## src/rtl/mac_seq_pkg.sv

```systemverilog
// rtl/mac_seq_pkg.sv - shared state encoding and config clamps for the MAC dot-product sequencer
package mac_seq_pkg;

  typedef enum logic [1:0] {
    IDLE = 2'd0,
    ACC  = 2'd1,
    CAPT = 2'd2
  } state_t;

  localparam int SHIFT_MAX = 24;

  function automatic int clamp_ntaps(input int n, input int nmax);
    if (n < 1) return 1;
    if (n > nmax) return nmax;
    return n;
  endfunction

  function automatic logic [4:0] clamp_shift(input logic [4:0] s);
    return (int'(s) > SHIFT_MAX) ? 5'(SHIFT_MAX) : s;
  endfunction

endpackage

```

## src/rtl/mac_coef_rf.sv

```systemverilog
// rtl/mac_coef_rf.sv - coefficient register file, one write port and one combinational read port
module mac_coef_rf #(
  parameter int NTAP_MAX = 16,
  parameter int TAP_AW   = 4
) (
  input  logic              MAC_ACC_CLK,
  input  logic              we,
  input  logic [TAP_AW-1:0] waddr,
  input  logic [15:0]       wdata,
  input  logic [TAP_AW-1:0] raddr,
  output logic [15:0]       rdata
);

  logic [15:0] mem [NTAP_MAX];

  // Contents survive reset so software need not reload taps after an abort
  always_ff @(posedge MAC_ACC_CLK) begin
    if (we) mem[waddr] <= wdata;
  end

  assign rdata = mem[raddr];

endmodule

```

## src/rtl/mac_dot_seq.sv

```systemverilog
// rtl/mac_dot_seq.sv - operand/coefficient sequencer driving the 16-bit MAC, one result per vector
module mac_dot_seq
  import mac_seq_pkg::*;
#(
  parameter int NTAP_MAX = 16,
  parameter int TAP_AW   = 4
) (
  input  logic              MAC_ACC_CLK,
  input  logic              acc_ff_rstn,
  input  logic [TAP_AW:0]   cfg_ntaps,
  input  logic [4:0]        cfg_shift,
  input  logic              cfg_rnd,
  input  logic              cfg_sat,
  input  logic              cfg_tc,
  input  logic              coef_we,
  input  logic [TAP_AW-1:0] coef_addr,
  input  logic [15:0]       coef_wdata,
  input  logic              in_valid,
  output logic              in_ready,
  input  logic [15:0]       in_data,
  output logic              out_valid,
  input  logic              out_ready,
  output logic [15:0]       out_data,
  output logic              busy,
  output logic [15:0]       MAC_OPER_DATA,
  output logic [15:0]       MAC_COEF_DATA,
  output logic              EFPGA_MATHB_CLK_EN,
  output logic              MAC_ACC_CLEAR,
  output logic              MAC_ACC_RND,
  output logic              MAC_ACC_SAT,
  output logic [5:0]        MAC_OUT_SEL,
  output logic              MAC_TC,
  input  logic [15:0]       MAC_OUT
);

  localparam logic [TAP_AW:0] ONE_N = (TAP_AW+1)'(1);

  state_t            state;
  logic [TAP_AW-1:0] tap_cnt;
  logic [TAP_AW:0]   ntaps_q;
  logic [TAP_AW:0]   ntaps_c;
  logic [4:0]        shift_q;
  logic              sat_q;
  logic              tc_q;
  logic              idle;
  logic              beat;
  logic              coef_wr;

  assign idle     = (state == IDLE);
  assign in_ready = acc_ff_rstn && (state != CAPT);
  assign beat     = in_valid && in_ready;
  assign busy     = !idle;
  assign coef_wr  = coef_we && idle && !beat;
  assign ntaps_c  = (TAP_AW+1)'(clamp_ntaps(int'(cfg_ntaps), NTAP_MAX));

  mac_coef_rf #(
    .NTAP_MAX (NTAP_MAX),
    .TAP_AW   (TAP_AW)
  ) u_coef_rf (
    .MAC_ACC_CLK (MAC_ACC_CLK),
    .we          (coef_wr),
    .waddr       (coef_addr),
    .wdata       (coef_wdata),
    .raddr       (tap_cnt),
    .rdata       (MAC_COEF_DATA)
  );

  // Rounding only enters through the first beat's feedback term, so rnd is never latched
  assign MAC_OPER_DATA      = in_data;
  assign EFPGA_MATHB_CLK_EN = beat;
  assign MAC_ACC_CLEAR      = idle && !cfg_rnd;
  assign MAC_ACC_RND        = idle && cfg_rnd;
  assign MAC_OUT_SEL        = {1'b0, idle ? clamp_shift(cfg_shift) : shift_q};
  assign MAC_ACC_SAT        = idle ? cfg_sat : sat_q;
  assign MAC_TC             = idle ? cfg_tc : tc_q;

  always_ff @(posedge MAC_ACC_CLK) begin
    if (!acc_ff_rstn) begin
      state     <= IDLE;
      tap_cnt   <= '0;
      ntaps_q   <= '0;
      shift_q   <= '0;
      sat_q     <= 1'b0;
      tc_q      <= 1'b0;
      out_valid <= 1'b0;
      out_data  <= '0;
    end else begin
      if (out_valid && out_ready) out_valid <= 1'b0;
      case (state)
        IDLE: begin
          if (beat) begin
            ntaps_q <= ntaps_c;
            shift_q <= clamp_shift(cfg_shift);
            sat_q   <= cfg_sat;
            tc_q    <= cfg_tc;
            if (ntaps_c == ONE_N) begin
              state <= CAPT;
            end else begin
              state   <= ACC;
              tap_cnt <= TAP_AW'(1);
            end
          end
        end
        ACC: begin
          if (beat) begin
            if ({1'b0, tap_cnt} == ntaps_q - ONE_N) begin
              state   <= CAPT;
              tap_cnt <= '0;
            end else begin
              tap_cnt <= tap_cnt + 1'b1;
            end
          end
        end
        CAPT: begin
          if (!out_valid || out_ready) begin
            out_data  <= MAC_OUT;
            out_valid <= 1'b1;
            state     <= IDLE;
          end
        end
        default: state <= IDLE;
      endcase
    end
  end

endmodule
```

## config.mk

```make
export PLATFORM = sky130hd
export DESIGN_NAME = mac_dot_seq
export DESIGN_NICKNAME = d
export VERILOG_FILES = /design/src/rtl/mac_seq_pkg.sv /design/src/rtl/mac_coef_rf.sv /design/src/rtl/mac_dot_seq.sv
export SDC_FILE = /design/constraint.sdc
export NUM_CORES = 1
export LEC_CHECK = 0
export ABC_AREA = 1
export BUFFER_PORTS_ARGS = -buffer_cell sky130_fd_sc_hd__buf_4
export CORE_MARGIN = 2
export CORE_UTILIZATION = 51
export CTS_CLUSTER_DIAMETER = 60
export DETAILED_ROUTE_END_ITERATION = 12
export HOLD_SLACK_MARGIN = 0.1
export PLACE_DENSITY = 0.7
export SYNTH_ARGS = -nofsm -noshare
export SYNTH_HDL_FRONTEND = slang
export SYNTH_SLANG_ARGS = --single-unit
```

## constraint.sdc

```tcl
create_clock -name MAC_ACC_CLK -period 2.65 [get_ports MAC_ACC_CLK]
set_input_delay 0.1325 -clock MAC_ACC_CLK [delete_from_list [all_inputs] [get_ports MAC_ACC_CLK]]
set_output_delay 0.1325 -clock MAC_ACC_CLK [all_outputs]
set_load 0.02 [all_outputs]
```

==> results.md <==
* Outcome: finished, final reports clean
* Number of global-route vias before repair at 8285
* Post-synth top cells: 256 x edfxtp_1, 198 x nor2_1, 159 x o21ai_0, 61 x nand2_1, 54 x o221ai_1
* Ys Warns at 0
* DRC violations left at 0
* FMAX at 0.389 GHz
* Worst-skew pair later-pin latency at 0.55 ns
* Crit end category: output port
* Die height at 157 microns
* First-pass GRT wire length at 47400 microns
* Cell area after layout at 14700 sq um
* Worst-path clk slew at 0.06 ns
* Hold Violations, Final at 0
* Top cell type's share of synthesized area at 64.7%
* ANT cells at 0
* Routability Congestion at 0.858
* Initial DRC Count at 1132
* Die area at 24500 sq um
* Clock share of power at 39.8%
* Mapped Area at 11900 sq um
* Largest net degree at the start of global routing at 129
* DR vias at 8498
* Gr usage total at 25.8%
* Vias per cell at 5.73
* Max VDD drop at 0.443 mV
* Drt wl/cell at 21.2 microns
* Count leader, synth: edfxtp_1
* Die extent in x at 157 microns
* ANT nets after route at 0
* Critical Path RT at 2.52 ns
* P_int at 0.00780 W
* Top cell type by total area after synthesis: edfxtp_1
* Sw Ratio at 23.2%
* Max Cap Violations at 0
* FF-to-FF path depth at 11
* Pre-Repair DR Iteration Count at 5
* Total global routing overflow at 0
* CP Class: reg -> out
* R2r endpoint: ntaps_q[2]
* H-tree depth at 1
* PortBufs at 98
* Site row count at 55
* RSZ-0062 raised after global routing: false
* Pwr Density at 689 nW/um^2
* Post-synth EDFFs at 256
* CTS Buffer Depth at 3
* Minimum clock period at 2.57 ns
* Initial Util at 52.2%
* Reg2reg start: state[1]
* CTS Sinks at 295
* Max-slew violations at 0
* Post-Syn Instances at 976
* CP Launch Type: flip-flop
* Min-Delay Startpoint: in_data[10]
* CTS Buf Count at 29
* Worst slew pin tran at 0.766 ns
* CTS tree: built
* P_sw at 0.00236 W
* Fillers at 1613
* Leak Pwr at 5.30 nW
* Io pins at 132
* Root buf cell: clkbuf_16
* NumNets Final at 1218
* Area Growth Syn to Fin at 24.1%
* Sequential group share of total power at 50.6%
* Detail Placement HPWL at 18300 microns
* Relative slew slack at 48.9%
* Postcts setup bufs at 0
* Synth Register Bits at 295
* Main flop type after synthesis: edfxtp_1
* Arr. time, crit path at 2.44 ns
* Hold crit path type: in -> out
* WL final at 31400 microns
* Clock Skew at 0.0103 ns
* Crit path to: MAC_COEF_DATA[9]
* CP max FO at 128
* Post-synth cell types at 36
* Most area-consuming cells after synthesis: edfxtp_1 65%, o21ai_0 6.7%, dfxtp_1 6.6%
* FFs w/ async S/R, synth at 0%
* DP Area at 12900 sq um
* FF-to-FF setup slack at 0.16 ns
* Gate power share at 9.6%
* Post-Route Setup TNS at 0 ns
* Period utilization at 97.1%
* Layout cells sized above 1 at 18.0%
* Syn avg cell area at 12.2 sq um
* Overall power at 0.0102 W
* Core area at 22800 sq um
* Initial antenna violation count at 0
* Register area share after synthesis at 71.3%
* Final setup vio count at 0
* Syn_nets at 1048
final cells by class:
class | count | area [sq um] | area share (%)
tap | 313 | 392 | 2.66
clock inverter | 20 | 185 | 1.26
sequential | 295 | 8470 | 57.5
multi-input combinational | 567 | 2890 | 19.6
inverter | 39 | 154 | 1.04
timing repair buffer | 214 | 1900 | 12.9
clock buffer | 34 | 754 | 5.12
how the worst min path moves through the flow:
stage / to / slack, ns / depth (start not counted)
after global placement: MAC_OPER_DATA[0] / 0.27 / 0
after detailed placement: MAC_OPER_DATA[0] / 0.27 / 0
final: MAC_OPER_DATA[10] / 0.27 / 0
after global routing: MAC_OPER_DATA[1] / 0.27 / 0
after floorplan: u_coef_rf.mem[0][0] / 0.23 / 0
after CTS: MAC_OPER_DATA[0] / 0.27 / 0
sequential cells by signal, indices dropped and copies added, names as in the netlist, named ones only:
signal	flops
u_coef_rf.mem	256
out_data	16
ntaps_q	5
shift_q	5
tap_cnt	4
state	2
out_valid	1
sat_q	1
tc_q	1
metrics by stage:
stage / util, % / instances / hold WS [ns] / setup slack, ns
finish: 64.7 / 1482 / 0.265 / 0.0766
global route: 64.7 / 1482 / 0.265 / 0.0117
detailed placement: 56.8 / 1342 / 0.265 / 0.587
CTS: 64.7 / 1482 / 0.265 / 0.115
global placement: 56.8 / 1342 / 0.265 / 0.671
floorplan: - / 976 / 0.231 / 0.498
cells in the final DEF (no fill, tap or decap), drive strengths merged:
cell,netlist,final
nor2,203,203
ha,2,2
nor3,2,2
a21boi,1,1
clkinvlp,0,2
a21oi,16,16
buf,40,128
nand2,64,64
dlygate4sd3,0,86
o21a,1,1
clkbuf,35,34
xor2,2,2
bufinv,0,3
edfxtp,256,256
o311ai,1,1
nand4,2,2
clkinv,0,14
conb,1,1
nand3,35,35
inv,39,40
a211oi,1,1
o31ai,1,1
o211ai,10,10
dfxtp,39,39
o21ai,161,161
o221ai,54,54
o22ai,10,10
what timing repair did:
item                                    CTS  global route
endpoints found under the setup margin    0             4
endpoints found under the hold margin   295             0
hold buffers                             86             0
resized for setup                         0             4
cells by family (layout without fill, tap and decap cells):
| group | count (synthesis) | in the layout | synth area share [%] |
|---|---|---|---|
| AND/OR/NAND/NOR | 306 | 306 | 10.6 |
| flip-flops | 295 | 295 | 71.3 |
| AO/OA/AOI/OAI | 256 | 256 | 13.0 |
| buffers and inverters | 114 | 307 | 4.77 |
| adder cells (fa/ha/maj) | 2 | 2 | 0.211 |
| XOR/XNOR | 2 | 2 | 0.147 |
| other | 1 | 1 | 0.0316 |
worst max-delay path, stage by stage (launching register included):
cell      delay [ns]
dfxtp_4         0.38
buf_16          0.38
o21ai_0         0.17
o221ai_1        0.38
nand3_1         0.25
nand2_1         0.15
buf_4           0.15
power by group through the flow:
| stage | logic, W | clock network, W | registers [W] |
|---|---|---|---|
| after CTS | 0.000953 | 0.00408 | 0.00514 |
| after global routing | 0.00105 | 0.00425 | 0.00514 |
| final | 0.000980 | 0.00404 | 0.00514 |
| after detailed placement | 0.000856 | 0 | 0.00523 |
| after global placement | 0.000843 | 0 | 0.00523 |
| after floorplan | 0.000494 | 0 | 0.00524 |
layer usage:
layer / wire length, microns / track usage (%)
met2: 14200 / 40.0
met1: 13100 / 37.0
met5: 0 / 0
met3: 3130 / 4.90
met4: 918 / 8.43
No activity file was read; power rests on OpenSTA's default activity.
